## src/rtl/pa_bmu_dbus_reqq.sv

```systemverilog
// Data-bus request queue between the LSU and the iahbl dbus port. It holds a small
// request FIFO, counts outstanding transfers and drops the completions that follow a flush.
module pa_bmu_dbus_reqq #(
  parameter int QDEPTH   = 2,
  parameter int MAX_OSTD = 2
) (
  input  logic        forever_cpuclk,
  input  logic        cpurst_b,
  input  logic        lsu_bmu_req,
  input  logic [31:0] lsu_bmu_addr,
  input  logic [31:0] lsu_bmu_wdata,
  input  logic        lsu_bmu_write,
  input  logic [1:0]  lsu_bmu_size,
  input  logic [3:0]  lsu_bmu_prot,
  input  logic        lsu_bmu_lock,
  input  logic        lsu_bmu_acc_deny,
  input  logic        lsu_xx_flush,
  output logic        bmu_lsu_grnt,
  output logic        bmu_lsu_trans_cmplt,
  output logic [31:0] bmu_lsu_data,
  output logic        bmu_lsu_acc_err,
  output logic        bmu_iahbl_dbus_req,
  output logic        bmu_iahbl_dbus_req_dp,
  output logic [31:0] bmu_iahbl_dbus_addr,
  output logic [31:0] bmu_iahbl_dbus_wdata,
  output logic        bmu_iahbl_dbus_write,
  output logic [1:0]  bmu_iahbl_dbus_size,
  output logic [3:0]  bmu_iahbl_dbus_prot,
  output logic        bmu_iahbl_dbus_lock,
  output logic        bmu_iahbl_dbus_acc_deny,
  output logic [2:0]  bmu_iahbl_dbus_burst,
  output logic        bmu_iahbl_dbus_seq,
  output logic        bmu_iahbl_dbus_lrsc,
  input  logic        iahbl_bmu_dbus_grnt,
  input  logic        iahbl_bmu_dbus_trans_cmplt,
  input  logic [31:0] iahbl_bmu_dbus_data,
  input  logic        iahbl_bmu_dbus_acc_err,
  output logic        bmu_dbus_idle
);

  localparam int          PW      = (QDEPTH > 2) ? 2 : 1;
  localparam logic [2:0]  DEPTH_C = 3'(QDEPTH);
  localparam logic [1:0]  MAX_C   = 2'(MAX_OSTD);

  typedef struct packed {
    logic [31:0] addr;
    logic [31:0] wdata;
    logic        write;
    logic [1:0]  size;
    logic [3:0]  prot;
    logic        lock;
    logic        acc_deny;
  } entry_t;

  entry_t          fifo_q [QDEPTH];
  entry_t          head;
  logic [PW-1:0]   wptr_q, rptr_q;
  logic [2:0]      count_q, count_next;
  logic [1:0]      ostd_q, ostd_next;
  logic [1:0]      disc_q, disc_next, disc_dec;
  logic [2:0]      ostd_sum, disc_sum;
  logic            push, pop, issue, disc_hit;

  assign push     = lsu_bmu_req & ~lsu_xx_flush & (count_q < DEPTH_C);
  assign issue    = (count_q != '0) & (ostd_q < MAX_C);
  assign pop      = iahbl_bmu_dbus_grnt & issue;
  assign disc_hit = iahbl_bmu_dbus_trans_cmplt & (disc_q != '0);
  assign head     = fifo_q[rptr_q];

  // Flush converts every transfer still owed by the bus, including one granted
  // in the flush cycle, into a completion that must be swallowed.
  always_comb begin
    ostd_sum = 3'(ostd_q) + 3'(pop);
    if (iahbl_bmu_dbus_trans_cmplt && (ostd_sum != '0))
      ostd_sum = ostd_sum - 3'd1;
    ostd_next = (ostd_sum > 3'(MAX_C)) ? MAX_C : ostd_sum[1:0];

    disc_dec  = disc_q - 2'(disc_hit);
    disc_sum  = 3'(ostd_next) + 3'(disc_dec);
    disc_next = disc_dec;
    if (lsu_xx_flush)
      disc_next = (disc_sum > 3'(MAX_C)) ? MAX_C : disc_sum[1:0];

    count_next = count_q + 3'(push) - 3'(pop);
    if (lsu_xx_flush)
      count_next = '0;
  end

  always_ff @(posedge forever_cpuclk) begin
    if (!cpurst_b) begin
      wptr_q  <= '0;
      rptr_q  <= '0;
      count_q <= '0;
      ostd_q  <= '0;
      disc_q  <= '0;
    end else begin
      count_q <= count_next;
      ostd_q  <= ostd_next;
      disc_q  <= disc_next;
      if (lsu_xx_flush) begin
        wptr_q <= '0;
        rptr_q <= '0;
      end else begin
        if (push) wptr_q <= wptr_q + PW'(1);
        if (pop)  rptr_q <= rptr_q + PW'(1);
      end
    end
  end

  always_ff @(posedge forever_cpuclk) begin
    if (push) begin
      fifo_q[wptr_q] <= '{addr:     lsu_bmu_addr,
                          wdata:    lsu_bmu_wdata,
                          write:    lsu_bmu_write,
                          size:     lsu_bmu_size,
                          prot:     lsu_bmu_prot,
                          lock:     lsu_bmu_lock,
                          acc_deny: lsu_bmu_acc_deny};
    end
  end

  assign bmu_lsu_grnt            = push;
  assign bmu_lsu_trans_cmplt     = iahbl_bmu_dbus_trans_cmplt & (disc_q == '0);
  assign bmu_lsu_data            = iahbl_bmu_dbus_data;
  assign bmu_lsu_acc_err         = iahbl_bmu_dbus_acc_err;

  assign bmu_iahbl_dbus_req      = issue;
  assign bmu_iahbl_dbus_req_dp   = issue;
  assign bmu_iahbl_dbus_addr     = head.addr;
  assign bmu_iahbl_dbus_wdata    = head.wdata;
  assign bmu_iahbl_dbus_write    = head.write;
  assign bmu_iahbl_dbus_size     = head.size;
  assign bmu_iahbl_dbus_prot     = head.prot;
  assign bmu_iahbl_dbus_lock     = head.lock;
  assign bmu_iahbl_dbus_acc_deny = head.acc_deny;
  assign bmu_iahbl_dbus_burst    = 3'b000;
  assign bmu_iahbl_dbus_seq      = 1'b0;
  assign bmu_iahbl_dbus_lrsc     = 1'b0;

  assign bmu_dbus_idle = (count_q == '0) & (ostd_q == '0) & (disc_q == '0);

  a_grnt_without_req: assert property (@(posedge forever_cpuclk) disable iff (!cpurst_b)
    !(iahbl_bmu_dbus_grnt && !bmu_iahbl_dbus_req));
  a_cmplt_without_ostd: assert property (@(posedge forever_cpuclk) disable iff (!cpurst_b)
    !(iahbl_bmu_dbus_trans_cmplt && (ostd_q == '0)));

endmodule
```

## config.mk

```make
export PLATFORM = sky130hd
export DESIGN_NAME = pa_bmu_dbus_reqq
export DESIGN_NICKNAME = d
export VERILOG_FILES = /design/src/rtl/pa_bmu_dbus_reqq.sv
export SDC_FILE = /design/constraint.sdc
export NUM_CORES = 1
export LEC_CHECK = 0
export ABC_AREA = 1
export CAP_MARGIN = 0
export CORE_MARGIN = 3
export CORE_UTILIZATION = 40
export DETAILED_ROUTE_END_ITERATION = 12
export PLACE_DENSITY = 0.78
export SETUP_SLACK_MARGIN = 0.3
export SYNTH_ARGS = -nofsm -noshare
export SYNTH_HDL_FRONTEND = slang
export SYNTH_SLANG_ARGS = --single-unit
```

## constraint.sdc

```tcl
create_clock -name forever_cpuclk -period 6.9 [get_ports forever_cpuclk]
set_input_delay 1.38 -clock forever_cpuclk [delete_from_list [all_inputs] [get_ports forever_cpuclk]]
set_output_delay 1.38 -clock forever_cpuclk [all_outputs]
set_load 0.005 [all_outputs]
```

==> results of run 1 <==
## per-stage QoR
stage	utilization, %	hold slack (ns)	power, uW	instance area, sq um	setup slack [ns]
after global routing	53.59	0.5942	2462	8544	2.561
final	53.59	0.5459	2358	8544	2.677
after floorplan	-	0.4813	1342	6555	1.774
after CTS	53.59	0.5523	2387	8544	2.662
after detailed placement	50.08	0.5411	1506	7984	2.599
after global placement	50.08	0.5408	1484	7984	2.718
## layout make-up
cell class                 count  share of cell area (%)
sequential                   156                   53.70
clock buffer                  22                   5.198
timing repair buffer         159                   18.54
inverter                      25                   1.098
multi-input combinational    128                   16.94
tap                          216                   3.163
clock inverter                10                   1.362
## placed cells by master, fill, tap and decap left out
cell / n
clkdlybuf4s50_1: 156
edfxtp_1: 146
mux2_4: 70
inv_1: 25
clkbuf_16: 17
nor2_1: 11
nand2_1: 11
ha_1: 9
dfxtp_1: 9
nand3_1: 5
conb_1: 5
clkbuf_1: 5
a21oi_1: 3
mux2_2: 3
clkinv_2: 3
buf_4: 3
xnor2_1: 2
nor2_4: 2
fa_1: 2
clkinvlp_4: 2
bufinv_16: 2
clkinv_4: 2
nor4_1: 1
o21ai_0: 1
nand4_1: 1
o22ai_1: 1
nor3_1: 1
dfxtp_4: 1
inv_6: 1
## worst max-delay path: stages
cell,delay (ns)
clkdlybuf4s50_1,0.47
inv_1,0.11
nand3_1,0.19
inv_1,0.17
clkdlybuf4s50_1,0.52
## cells in the mapped netlist (all sizes together) (2+ instances only)
cell | instances | area [sq um]
dfxtp | 10 | 200.2
mux2 | 73 | 1085
nand2 | 11 | 41.29
nor2 | 13 | 48.80
ha | 9 | 112.6
nand3 | 5 | 25.02
a21oi | 3 | 15.01
buf | 47 | 444.2
xnor2 | 2 | 17.52
inv | 25 | 93.84
edfxtp | 146 | 4384
fa | 2 | 40.04
## sequential cells by signal (all words and copies together) (netlist names), named ones only
name     flops
fifo_q     146
wptr_q       1
rptr_q       1
disc_q       2
count_q      3
ostd_q       2
## power by group
part           internal (uW)  switching (uW)  leakage (uW)
logic                    217             155       0.00138
clock network            533             343      0.000268
registers               1090            24.7       0.00142
total                   1840             522       0.00307
## final timing paths
| kind | slack, ns | depth (start not counted) | endpoint |
|---|---|---|---|
| min | 0.55 | 2 | wptr_q$_SDFFE_PP0P_ |
| max reg2reg | 3.80 | 21 | disc_q[1]$_SDFF_PN0_ |
| max | 2.68 | 5 | bmu_lsu_grnt |
| min reg2reg | 0.55 | 2 | wptr_q$_SDFFE_PP0P_ |
## kinds of logic (layout without fill, tap and decap cells)
kind of cell               after synthesis  in the layout  share of synthesized area [%]
adders and majority gates               11             11                          2.334
buffers and inverters                   72            216                          8.226
xor gates and xnor gates                 2              2                         0.2679
and+or+nand+nor                         32             32                          2.028
muxes                                   73             73                          16.59
other                                    1              5                        0.05734
DFF                                    156            156                          70.10
AOI/OAI and AO/OA                        5              5                         0.4017
## metal layers
metal | GRT usage [%] | share of wire (%) | vias to the layer above
met5 | 0 | 0 | -
met4 | 5.143 | 2.1 | 0
met3 | 5.251 | 7.1 | 37
met2 | 24.51 | 52 | 131
met1 | 14.70 | 39 | 1598
li1 | - | - | 1516
==> impl_metrics.prom, run 1 <==
# TYPE chip_impl_metric gauge
chip_impl_metric{name="clock_sinks",unit=""} 156
chip_impl_metric{name="detail_route.drc_violations",unit=""} 0
chip_impl_metric{name="cts.htree.levels",unit=""} 4
chip_impl_metric{name="regArea",unit="sq um"} 4588
chip_impl_info{name="cts_tree",value="done"} 1
chip_impl_metric{name="timing.final.max_slew_violations",unit=""} 0
chip_impl_metric{name="detailedRoute.firstPassIterationCount",unit=""} 4
chip_impl_info{name="regToRegStartpoint",value="count_q[1]$_SDFF_PP0_"} 1
chip_impl_metric{name="grt_remaining_overflow",unit=""} 0
chip_impl_metric{name="critical_path_peak_fanout",unit=""} 3
chip_impl_metric{name="nets",unit=""} 610
chip_impl_metric{name="grt_max_degree",unit=""} 48
chip_impl_metric{name="antenna-diode-count",unit=""} 0
chip_impl_metric{name="clock.fmax",unit="MHz"} 236.8
chip_impl_metric{name="placeableCoreArea",unit="sq um"} 15940
chip_impl_metric{name="asyncSetResetFlopFracSynth",unit="%"} 0
chip_impl_metric{name="power.density",unit="nW/um^2"} 276.0
chip_impl_metric{name="multiInputGateArea",unit="sq um"} 1448
chip_impl_metric{name="worst_skew_pair.late_latency",unit="ns"} 0.40
chip_impl_info{name="cts_root_cell",value="clkbuf_16"} 1
chip_impl_info{name="grt_setup_unrepaired",value="false"} 1
chip_impl_metric{name="layout-area-overhead-vs-synth",unit="%"} 30.65
chip_impl_metric{name="cts_buffers",unit=""} 17
chip_impl_metric{name="placement_rows",unit=""} 46
chip_impl_metric{name="synth-edff-count",unit=""} 146
chip_impl_metric{name="number_of_maximum_capacitance_violations",unit=""} 0
chip_impl_metric{name="synthesis.area_per_instance",unit="sq um"} 18.58
chip_impl_metric{name="tightestPinTransition",unit="ns"} 1.053
chip_impl_metric{name="drt-vias-per-instance",unit=""} 4.584
chip_impl_metric{name="overall_global_routing_resource_usage",unit="%"} 13.71
chip_impl_info{name="run_status",value="finished clean"} 1
chip_impl_info{name="startpoint_type",value="input port"} 1
chip_impl_metric{name="finClkSkew",unit="ns"} 0.005580
chip_impl_metric{name="post_synth_instance_area",unit="sq um"} 6540
chip_impl_metric{name="post-place-cells",unit=""} 684
chip_impl_metric{name="initial_core_util",unit="%"} 41.02
chip_impl_metric{name="wire_per_inst",unit="microns"} 17.06
chip_impl_metric{name="post-route-min-period",unit="ns"} 4.223
chip_impl_metric{name="detailroute.via_count",unit=""} 3282
chip_impl_metric{name="yosys_warnings",unit=""} 0
chip_impl_metric{name="ys_seq_area_share",unit="%"} 70.10
chip_impl_info{name="worst-setup-path-type",value="in -> out"} 1
chip_impl_metric{name="grt_pass1_vias",unit=""} 3622
chip_impl_metric{name="yosys_cell_types",unit=""} 21
chip_impl_metric{name="drive_above_1_share",unit="%"} 21.20
chip_impl_metric{name="number_of_hold_buffers_added_after_cts",unit=""} 0
chip_impl_metric{name="fin_crit_sh",unit="%"} 61.21
chip_impl_metric{name="drtIter0Drc",unit=""} 185
chip_impl_metric{name="critical_path_required",unit="ns"} 5.52
chip_impl_metric{name="netlist_instances",unit=""} 352
chip_impl_metric{name="finalWeightedCongestion",unit=""} 0.7736
chip_impl_info{name="startpoint",value="lsu_xx_flush"} 1
chip_impl_metric{name="cellLeakagePower",unit="uW"} 0.003075
chip_impl_metric{name="cts_buffer_depth",unit=""} 2
chip_impl_metric{name="cts_repair_resize_count",unit=""} 0
chip_impl_metric{name="die_width",unit="microns"} 133.9
chip_impl_info{name="worst_hold_path_type",value="reg -> reg"} 1
chip_impl_info{name="postSynth.topFlopCell",value="edfxtp_1"} 1
chip_impl_metric{name="antenna_violations_before_repair",unit=""} 0
chip_impl_metric{name="ys_ff_latch",unit=""} 156
chip_impl_metric{name="final.setup.tns",unit="ns"} 0
chip_impl_metric{name="io_pins",unit=""} 228
chip_impl_metric{name="arr_time_crit_path",unit="ns"} 2.84
chip_impl_metric{name="fillers",unit=""} 1283
chip_impl_metric{name="finalWirelength",unit="microns"} 12220
chip_impl_metric{name="postRouteAntennaNets",unit=""} 0
chip_impl_metric{name="portBuffers",unit=""} 156
chip_impl_metric{name="die-area",unit="sq um"} 17920
chip_impl_metric{name="maxSlewHeadroom",unit="%"} 29.62
chip_impl_info{name="kind_of_end_point_of_the_critical_path",value="output port"} 1
chip_impl_info{name="hold_path.startpoint",value="wptr_q$_SDFFE_PP0P_"} 1
chip_impl_metric{name="die_h",unit="microns"} 133.9
chip_impl_metric{name="place.detailed.hpwl",unit="microns"} 8500
chip_impl_metric{name="hold_viol",unit=""} 0
chip_impl_metric{name="power.ir.vdd_worst",unit="V"} 0.0001836
chip_impl_metric{name="finalSetupViolCount",unit=""} 0
chip_impl_metric{name="layoutNonFillerInstCount",unit=""} 716
chip_impl_metric{name="post-cts-setup-buffer-count",unit=""} 0
chip_impl_metric{name="clkSlewWorstSetupHoldPaths",unit="ns"} 0.06
chip_impl_metric{name="first_pass_grt_wire_length",unit="microns"} 18640
Note: power is estimated with default switching activity, not from simulation.
==> inputs of run 2 (changes only) <==
PLACE_DENSITY = 0.81   (was 0.78)
clock period = 3.45 ns   (was 6.9 ns; I/O delays follow)
==> run 2 against run 1 <==
Wire length decreased by 2.1%; non-clock buffer count increased by 5; critical path depth is 13 higher; first-iteration DRC count is 24% lower; sequential cell count is the same; worst hold slack gained 0.0034 ns; sequential share of layout area is 0.62 points lower; core utilization grew 0.64 points; global-route usage decreased by 0.14 points; setup slack worse by 2.2 ns; design area up 1.2%.
==> impl_metrics.prom, run 2 (synthesized netlist as in run 1, its figures left out) <==
# TYPE chip_impl_metric gauge
chip_impl_info{name="hold_path.startpoint",value="wptr_q$_SDFFE_PP0P_"} 1
chip_impl_metric{name="clock_sinks",unit=""} 156
chip_impl_metric{name="finalWirelength",unit="microns"} 11960
chip_impl_metric{name="arr_time_crit_path",unit="ns"} 3.27
chip_impl_metric{name="postRouteAntennaNets",unit=""} 0
chip_impl_info{name="run_status",value="finished clean"} 1
chip_impl_metric{name="clkSlewWorstSetupHoldPaths",unit="ns"} 0.06
chip_impl_info{name="startpoint_type",value="flop"} 1
chip_impl_metric{name="drive_above_1_share",unit="%"} 23.96
chip_impl_metric{name="final.setup.tns",unit="ns"} 0
chip_impl_metric{name="antenna-diode-count",unit=""} 0
chip_impl_metric{name="largest_register_ff_count",unit=""} 146
chip_impl_metric{name="power_report.internal_total",unit="uW"} 3681
chip_impl_info{name="reg_top3",value="fifo_q (146), count_q (3)"} 1
chip_impl_metric{name="cellLeakagePower",unit="uW"} 0.003140
chip_impl_metric{name="detail_route.drc_violations",unit=""} 0
chip_impl_metric{name="clockPowerShare",unit="%"} 37.4
chip_impl_metric{name="nets",unit=""} 615
chip_impl_info{name="worst-setup-path-type",value="reg -> reg"} 1
chip_impl_metric{name="p_switching",unit="uW"} 1082
chip_impl_metric{name="cts_buffers",unit=""} 17
chip_impl_metric{name="grt_pass1_vias",unit=""} 3639
chip_impl_metric{name="post-route-min-period",unit="ns"} 2.941
chip_impl_metric{name="hold_viol",unit=""} 0
chip_impl_metric{name="drtIter0Drc",unit=""} 140
chip_impl_metric{name="overall_global_routing_resource_usage",unit="%"} 13.57
chip_impl_metric{name="worst_skew_pair.late_latency",unit="ns"} 0.41
chip_impl_metric{name="placement_rows",unit=""} 46
chip_impl_metric{name="reg2reg_setup_slack",unit="ns"} 0.51
chip_impl_info{name="cts_tree",value="done"} 1
chip_impl_metric{name="p_seq_share",unit="%"} 46.5
chip_impl_metric{name="worst_r2r_path_depth",unit=""} 18
chip_impl_metric{name="maxSlewHeadroom",unit="%"} 63.23
chip_impl_metric{name="placedInstanceArea",unit="sq um"} 8046
chip_impl_info{name="grt_setup_unrepaired",value="false"} 1
chip_impl_info{name="startpoint",value="count_q[1]$_SDFF_PP0_"} 1
chip_impl_metric{name="finClkSkew",unit="ns"} 0.006938
chip_impl_metric{name="detailedRoute.firstPassIterationCount",unit=""} 4
chip_impl_metric{name="fin_crit_sh",unit="%"} 85.25
chip_impl_metric{name="layout.cell_area.non_filler",unit="sq um"} 8646
chip_impl_metric{name="finalSetupViolCount",unit=""} 0
chip_impl_metric{name="die_h",unit="microns"} 133.9
chip_impl_metric{name="first_pass_grt_wire_length",unit="microns"} 18640
chip_impl_metric{name="cts_repair_resize_count",unit=""} 0
chip_impl_metric{name="number_of_hold_buffers_added_after_cts",unit=""} 0
chip_impl_metric{name="power_switching_share",unit="%"} 22.72
chip_impl_metric{name="postLayoutCoreUtil",unit="%"} 54.23
chip_impl_metric{name="detailroute.via_count",unit=""} 3303
chip_impl_metric{name="grt_util_met2",unit="%"} 23.25
chip_impl_metric{name="place.detailed.hpwl",unit="microns"} 8433
chip_impl_metric{name="layoutNonFillerInstCount",unit=""} 721
chip_impl_metric{name="grt_use_met1",unit="%"} 15.02
chip_impl_metric{name="groute.layer.met3.usage",unit="%"} 4.614
chip_impl_metric{name="critical_path_required",unit="ns"} 3.78
chip_impl_metric{name="finalWeightedCongestion",unit=""} 0.8304
chip_impl_info{name="regToRegStartpoint",value="count_q[1]$_SDFF_PP0_"} 1
chip_impl_metric{name="portBuffers",unit=""} 156
chip_impl_info{name="crit-reg2reg-capture",value="disc_q[0]$_SDFF_PN0_"} 1
chip_impl_metric{name="post-cts-setup-buffer-count",unit=""} 0
chip_impl_metric{name="clock.fmax",unit="MHz"} 340.0
chip_impl_metric{name="fillers",unit=""} 1268
chip_impl_metric{name="antenna_violations_before_repair",unit=""} 0
chip_impl_metric{name="timing.final.max_slew_violations",unit=""} 0
chip_impl_metric{name="placeableCoreArea",unit="sq um"} 15940
chip_impl_metric{name="power.density",unit="nW/um^2"} 550.9
chip_impl_metric{name="power.ir.vdd_worst",unit="V"} 0.0003164
chip_impl_metric{name="combinational_group_share_of_total_power",unit="%"} 16.1
chip_impl_metric{name="number_of_maximum_capacitance_violations",unit=""} 0
chip_impl_info{name="top_usage_layer",value="met2"} 1
chip_impl_metric{name="grt_max_degree",unit=""} 39
chip_impl_info{name="final_common_cell",value="clkdlybuf4s50_1"} 1
chip_impl_metric{name="grt_remaining_overflow",unit=""} 0
chip_impl_info{name="reg_with_most_ffs",value="fifo_q"} 1
chip_impl_info{name="kind_of_end_point_of_the_critical_path",value="flop"} 1
chip_impl_info{name="cts_root_cell",value="clkbuf_16"} 1
chip_impl_metric{name="wire_per_inst",unit="microns"} 16.59
chip_impl_metric{name="post-place-cells",unit=""} 689
chip_impl_metric{name="drt-vias-per-instance",unit=""} 4.581
chip_impl_metric{name="tightestPinTransition",unit="ns"} 0.5516
chip_impl_metric{name="initial_core_util",unit="%"} 41.02
chip_impl_metric{name="critical_path_peak_fanout",unit=""} 3
chip_impl_metric{name="cts.htree.levels",unit=""} 4
chip_impl_metric{name="die_width",unit="microns"} 133.9
chip_impl_metric{name="die-area",unit="sq um"} 17920
chip_impl_metric{name="cts_buffer_depth",unit=""} 2
chip_impl_info{name="mostFrequentLayoutCells",value="clkdlybuf4s50_1 (155), edfxtp_1 (146), mux2_4 (70)"} 1
chip_impl_metric{name="io_pins",unit=""} 228
chip_impl_metric{name="layout-area-overhead-vs-synth",unit="%"} 32.20
chip_impl_info{name="worst_hold_path_type",value="reg -> reg"} 1
chip_impl_info{name="critical_path.endpoint",value="disc_q[0]$_SDFF_PN0_"} 1
run 2: worst min path at each step:
| stage | to | slack (ns) | cells after the start |
|---|---|---|---|
| global placement | wptr_q$_SDFFE_PP0P_ | 0.53 | 2 |
| floorplan | wptr_q$_SDFFE_PP0P_ | 0.49 | 2 |
| detailed placement | wptr_q$_SDFFE_PP0P_ | 0.55 | 2 |
| global route | wptr_q$_SDFFE_PP0P_ | 0.60 | 2 |
| finish | wptr_q$_SDFFE_PP0P_ | 0.55 | 2 |
| CTS | wptr_q$_SDFFE_PP0P_ | 0.56 | 2 |
run 2: cell type report:
class	count	area (sq um)	area share, %
Tap cell	216	270.3	3.126
Clock buffer	17	425.4	4.920
Multi-Input combinational cell	128	1468	16.98
Timing Repair Buffer	164	1649	19.07
Clock inverter	15	150.1	1.737
Inverter	25	93.84	1.085
Sequential cell	156	4589	53.08
run 2: critical path, stage by stage (launching register included):
cell,delay [ns]
dfxtp_2,0.34
nor2_2,0.09
nand2_1,0.11
nand3_2,0.10
inv_1,0.06
ha_1,0.18
ha_1,0.27
inv_1,0.06
ha_1,0.18
ha_1,0.29
nand3_1,0.07
nand2_1,0.06
nand2_1,0.06
inv_1,0.06
ha_1,0.14
inv_1,0.05
fa_1,0.49
nand3_2,0.08
o22ai_1,0.16
run 2: power by group through the flow:
stage	combinational, uW	clock [uW]	sequential, uW
2_1_floorplan	442	0	2240
5_1_grt	849	1900	2220
6_report	769	1780	2210
3_3_place_gp	717	0	2250
3_5_place_dp	753	0	2260
4_1_cts	760	1830	2220
run 2: layer usage:
layer	vias up	wire length, microns
met3	38	799
li1	1526	-
met2	128	6312
met1	1611	4514
met5	-	0
met4	0	332
run 2: per-stage QoR:
| step | hold WS, ns | total power (uW) | setup WS (ns) |
|---|---|---|---|
| global route | 0.6026 | 4974 | 0.3072 |
| finish | 0.5492 | 4763 | 0.5089 |
| global placement | 0.5287 | 2964 | 0.02542 |
| floorplan | 0.4921 | 2681 | 0.2233 |
| CTS | 0.5594 | 4806 | 0.3218 |
| detailed placement | 0.5466 | 3009 | -0.1069 |
==> inputs of run 3 (changes only) <==
CELL_PAD_IN_SITES_DETAIL_PLACEMENT = 0   (was unset)
CELL_PAD_IN_SITES_GLOBAL_PLACEMENT = 1   (was unset)
CORE_UTILIZATION = 33   (was 40)
PLACE_DENSITY = 0.82   (was 0.81)
==> run 3 against run 2 <==
Design area is 0.96% higher; final cell count rose by 6.0%; clock power grew 3%.
==> impl_metrics.prom, run 3 (synthesized netlist as in run 1, its figures left out) <==
# TYPE chip_impl_metric gauge
chip_impl_metric{name="drtIter0Drc",unit=""} 160
chip_impl_metric{name="finalWirelength",unit="microns"} 12700
chip_impl_info{name="final_common_cell",value="clkdlybuf4s50_1"} 1
chip_impl_metric{name="layoutNonFillerInstCount",unit=""} 764
chip_impl_info{name="critical-path-slowest-cell",value="fa_1"} 1
chip_impl_metric{name="detailedRoute.firstPassIterationCount",unit=""} 4
chip_impl_metric{name="timing.final.max_slew_violations",unit=""} 0
chip_impl_metric{name="drive_above_1_share",unit="%"} 24.21
chip_impl_info{name="crit_path_top_cell_by_count",value="nand2_1"} 1
chip_impl_metric{name="grt_remaining_overflow",unit=""} 0
chip_impl_info{name="critical_path.cell_chain",value="nor2_1 > nand2_1 > nand3_2 > inv_2 > ha_1 > ha_1 > inv_2 > ha_4 > ha_4 > nand3_1 > nand2_1 > nand2_1 > inv_1 > ha_2 > inv_2 > fa_1 > nand3_2 > nand2_1 > a21oi_1"} 1
chip_impl_metric{name="worst_skew_pair.late_latency",unit="ns"} 0.41
chip_impl_metric{name="worst-path-buf-inv",unit=""} 4
chip_impl_metric{name="cts.htree.levels",unit=""} 4
chip_impl_info{name="reg_with_most_ffs",value="fifo_q"} 1
chip_impl_metric{name="placement_rows",unit=""} 50
chip_impl_metric{name="finalSetupViolCount",unit=""} 0
chip_impl_metric{name="largest_register_ff_count",unit=""} 146
chip_impl_metric{name="fillers",unit=""} 1636
chip_impl_info{name="cts_root_cell",value="clkbuf_16"} 1
chip_impl_metric{name="grt_pass1_vias",unit=""} 3622
chip_impl_info{name="mostFrequentLayoutCells",value="clkdlybuf4s50_1 (155), edfxtp_1 (146), mux2_4 (70)"} 1
chip_impl_metric{name="number_of_hold_buffers_added_after_cts",unit=""} 0
chip_impl_metric{name="overall_global_routing_resource_usage",unit="%"} 11.82
chip_impl_metric{name="power.density",unit="nW/um^2"} 557.9
chip_impl_info{name="worst_hold_path_type",value="reg -> reg"} 1
chip_impl_metric{name="nets",unit=""} 614
chip_impl_info{name="worst-setup-path-type",value="reg -> reg"} 1
chip_impl_metric{name="hold_viol",unit=""} 0
chip_impl_info{name="kind_of_end_point_of_the_critical_path",value="flop"} 1
chip_impl_metric{name="fin_crit_sh",unit="%"} 88.34
chip_impl_metric{name="detail_route.drc_violations",unit=""} 0
chip_impl_metric{name="postRouteAntennaNets",unit=""} 0
chip_impl_metric{name="die-area",unit="sq um"} 21540
chip_impl_metric{name="maxSlewHeadroom",unit="%"} 60.94
chip_impl_metric{name="io_pins",unit=""} 228
chip_impl_metric{name="cellLeakagePower",unit="uW"} 0.003131
chip_impl_info{name="run_status",value="finished clean"} 1
chip_impl_info{name="cts_tree",value="done"} 1
chip_impl_metric{name="layout-area-overhead-vs-synth",unit="%"} 33.46
chip_impl_info{name="timing.critical_path.max_delay_family",value="adder cells"} 1
chip_impl_metric{name="layout.cell_area.non_filler",unit="sq um"} 8728
chip_impl_metric{name="die_h",unit="microns"} 146.8
chip_impl_metric{name="cts_buffers",unit=""} 17
chip_impl_metric{name="placeableCoreArea",unit="sq um"} 19080
chip_impl_metric{name="drt-vias-per-instance",unit=""} 4.313
chip_impl_metric{name="regArea",unit="sq um"} 4588
chip_impl_metric{name="grt_max_degree",unit=""} 43
chip_impl_metric{name="place.detailed.hpwl",unit="microns"} 8786
chip_impl_metric{name="critical_path_required",unit="ns"} 3.74
chip_impl_metric{name="critical_path.max_stage_delay",unit="ns"} 0.52
chip_impl_metric{name="final.setup.tns",unit="ns"} 0
chip_impl_metric{name="cts_buffer_depth",unit=""} 2
chip_impl_metric{name="multiInputGateArea",unit="sq um"} 1493
chip_impl_metric{name="portBuffers",unit=""} 156
chip_impl_info{name="grt_setup_unrepaired",value="false"} 1
chip_impl_metric{name="place_ws",unit="ns"} -0.1796
chip_impl_metric{name="post-route-min-period",unit="ns"} 3.048
chip_impl_metric{name="finalWorstSetupSlack",unit="ns"} 0.4024
chip_impl_metric{name="antenna_violations_before_repair",unit=""} 0
chip_impl_metric{name="design_power_total",unit="uW"} 4870
chip_impl_metric{name="initial_core_util",unit="%"} 34.28
chip_impl_metric{name="placedInstanceArea",unit="sq um"} 8087
chip_impl_metric{name="first_pass_grt_wire_length",unit="microns"} 19640
chip_impl_metric{name="clkSlewWorstSetupHoldPaths",unit="ns"} 0.06
chip_impl_metric{name="arr_time_crit_path",unit="ns"} 3.33
chip_impl_metric{name="post-place-cells",unit=""} 731
chip_impl_metric{name="number_of_maximum_capacitance_violations",unit=""} 0
chip_impl_info{name="startpoint_type",value="flop"} 1
chip_impl_metric{name="die_width",unit="microns"} 146.8
chip_impl_info{name="reg_top3",value="fifo_q (146), count_q (3)"} 1
chip_impl_metric{name="power.ir.vdd_worst",unit="V"} 0.0003164
chip_impl_metric{name="finClkSkew",unit="ns"} 0.008114
chip_impl_metric{name="finalWeightedCongestion",unit=""} 0.8930
chip_impl_metric{name="critical_path_peak_fanout",unit=""} 3
chip_impl_metric{name="clock.fmax",unit="MHz"} 328.1
chip_impl_metric{name="wire_per_inst",unit="microns"} 16.63
chip_impl_metric{name="detailroute.via_count",unit=""} 3295
chip_impl_metric{name="clock_sinks",unit=""} 156
chip_impl_metric{name="tightestPinTransition",unit="ns"} 0.5858
chip_impl_metric{name="antenna-diode-count",unit=""} 0
[run 3: cell types whose count changed in the layout (fill, tap and decap cells not counted), moves of 2 or more]
cell,previous run,this run
clkinv_2,5,0
inv_6,0,5
clkinv_4,4,1
ha_1,9,6
inv_1,25,22
inv_2,0,3
clkinv_1,1,3
ha_4,0,2
[run 3: metrics by stage]
step	hold WS, ns	util [%]
2_1_floorplan	0.4921	-
3_3_place_gp	0.5327	42.38
3_5_place_dp	0.5442	42.38
4_1_cts	0.5496	45.51
5_1_grt	0.5751	45.74
6_report	0.5423	45.74
[run 3: worst paths after layout]
| kind | startpoint | end | slack (ns) | cells past startpoint |
|---|---|---|---|---|
| max | count_q[1]$_SDFF_PP0_ | disc_q[1]$_SDFF_PN0_ | 0.40 | 19 |
| min | wptr_q$_SDFFE_PP0P_ | wptr_q$_SDFFE_PP0P_ | 0.54 | 2 |
| max reg2reg | count_q[1]$_SDFF_PP0_ | disc_q[1]$_SDFF_PN0_ | 0.40 | 19 |
| min reg2reg | wptr_q$_SDFFE_PP0P_ | wptr_q$_SDFFE_PP0P_ | 0.54 | 2 |
[run 3: layout make-up]
type / count / area share, %
sequential: 156 / 52.57
timing repair buffer: 163 / 18.81
multi-input combinational: 128 / 17.10
clock buffer: 17 / 4.874
tap: 260 / 3.727
clock inverter: 15 / 1.849
inverter: 25 / 1.075
[run 3: timing repair]
item                                    in CTS  in global routing
setup buffers                                0                  1
gates resized for setup                      2                 10
pin swaps                                    1                  2
endpoints found under the setup margin       1                  2
[run 3: report_power, final]
| group | internal (uW) | total (uW) | switching, uW | leakage (uW) |
|---|---|---|---|---|
| Combinational | 471 | 826 | 355 | 0.00143 |
| Sequential | 2170 | 2210 | 38.7 | 0.00142 |
| Clock | 1080 | 1830 | 754 | 0.000282 |
[run 3: worst min-delay path, cell delays in order (launching register included)]
cell and delay, ns:
dfxtp_1 0.34, nor2_1 0.11, nor3_1 0.05
[run 3: routing by layer]
layer  wire (microns)  vias up  track usage (%)
met5                0        -                0
met4              347        0            5.833
met3              870       47            4.380
met2             6330      106            19.50
met1             5154     1618            13.57
li1                 -     1524                -
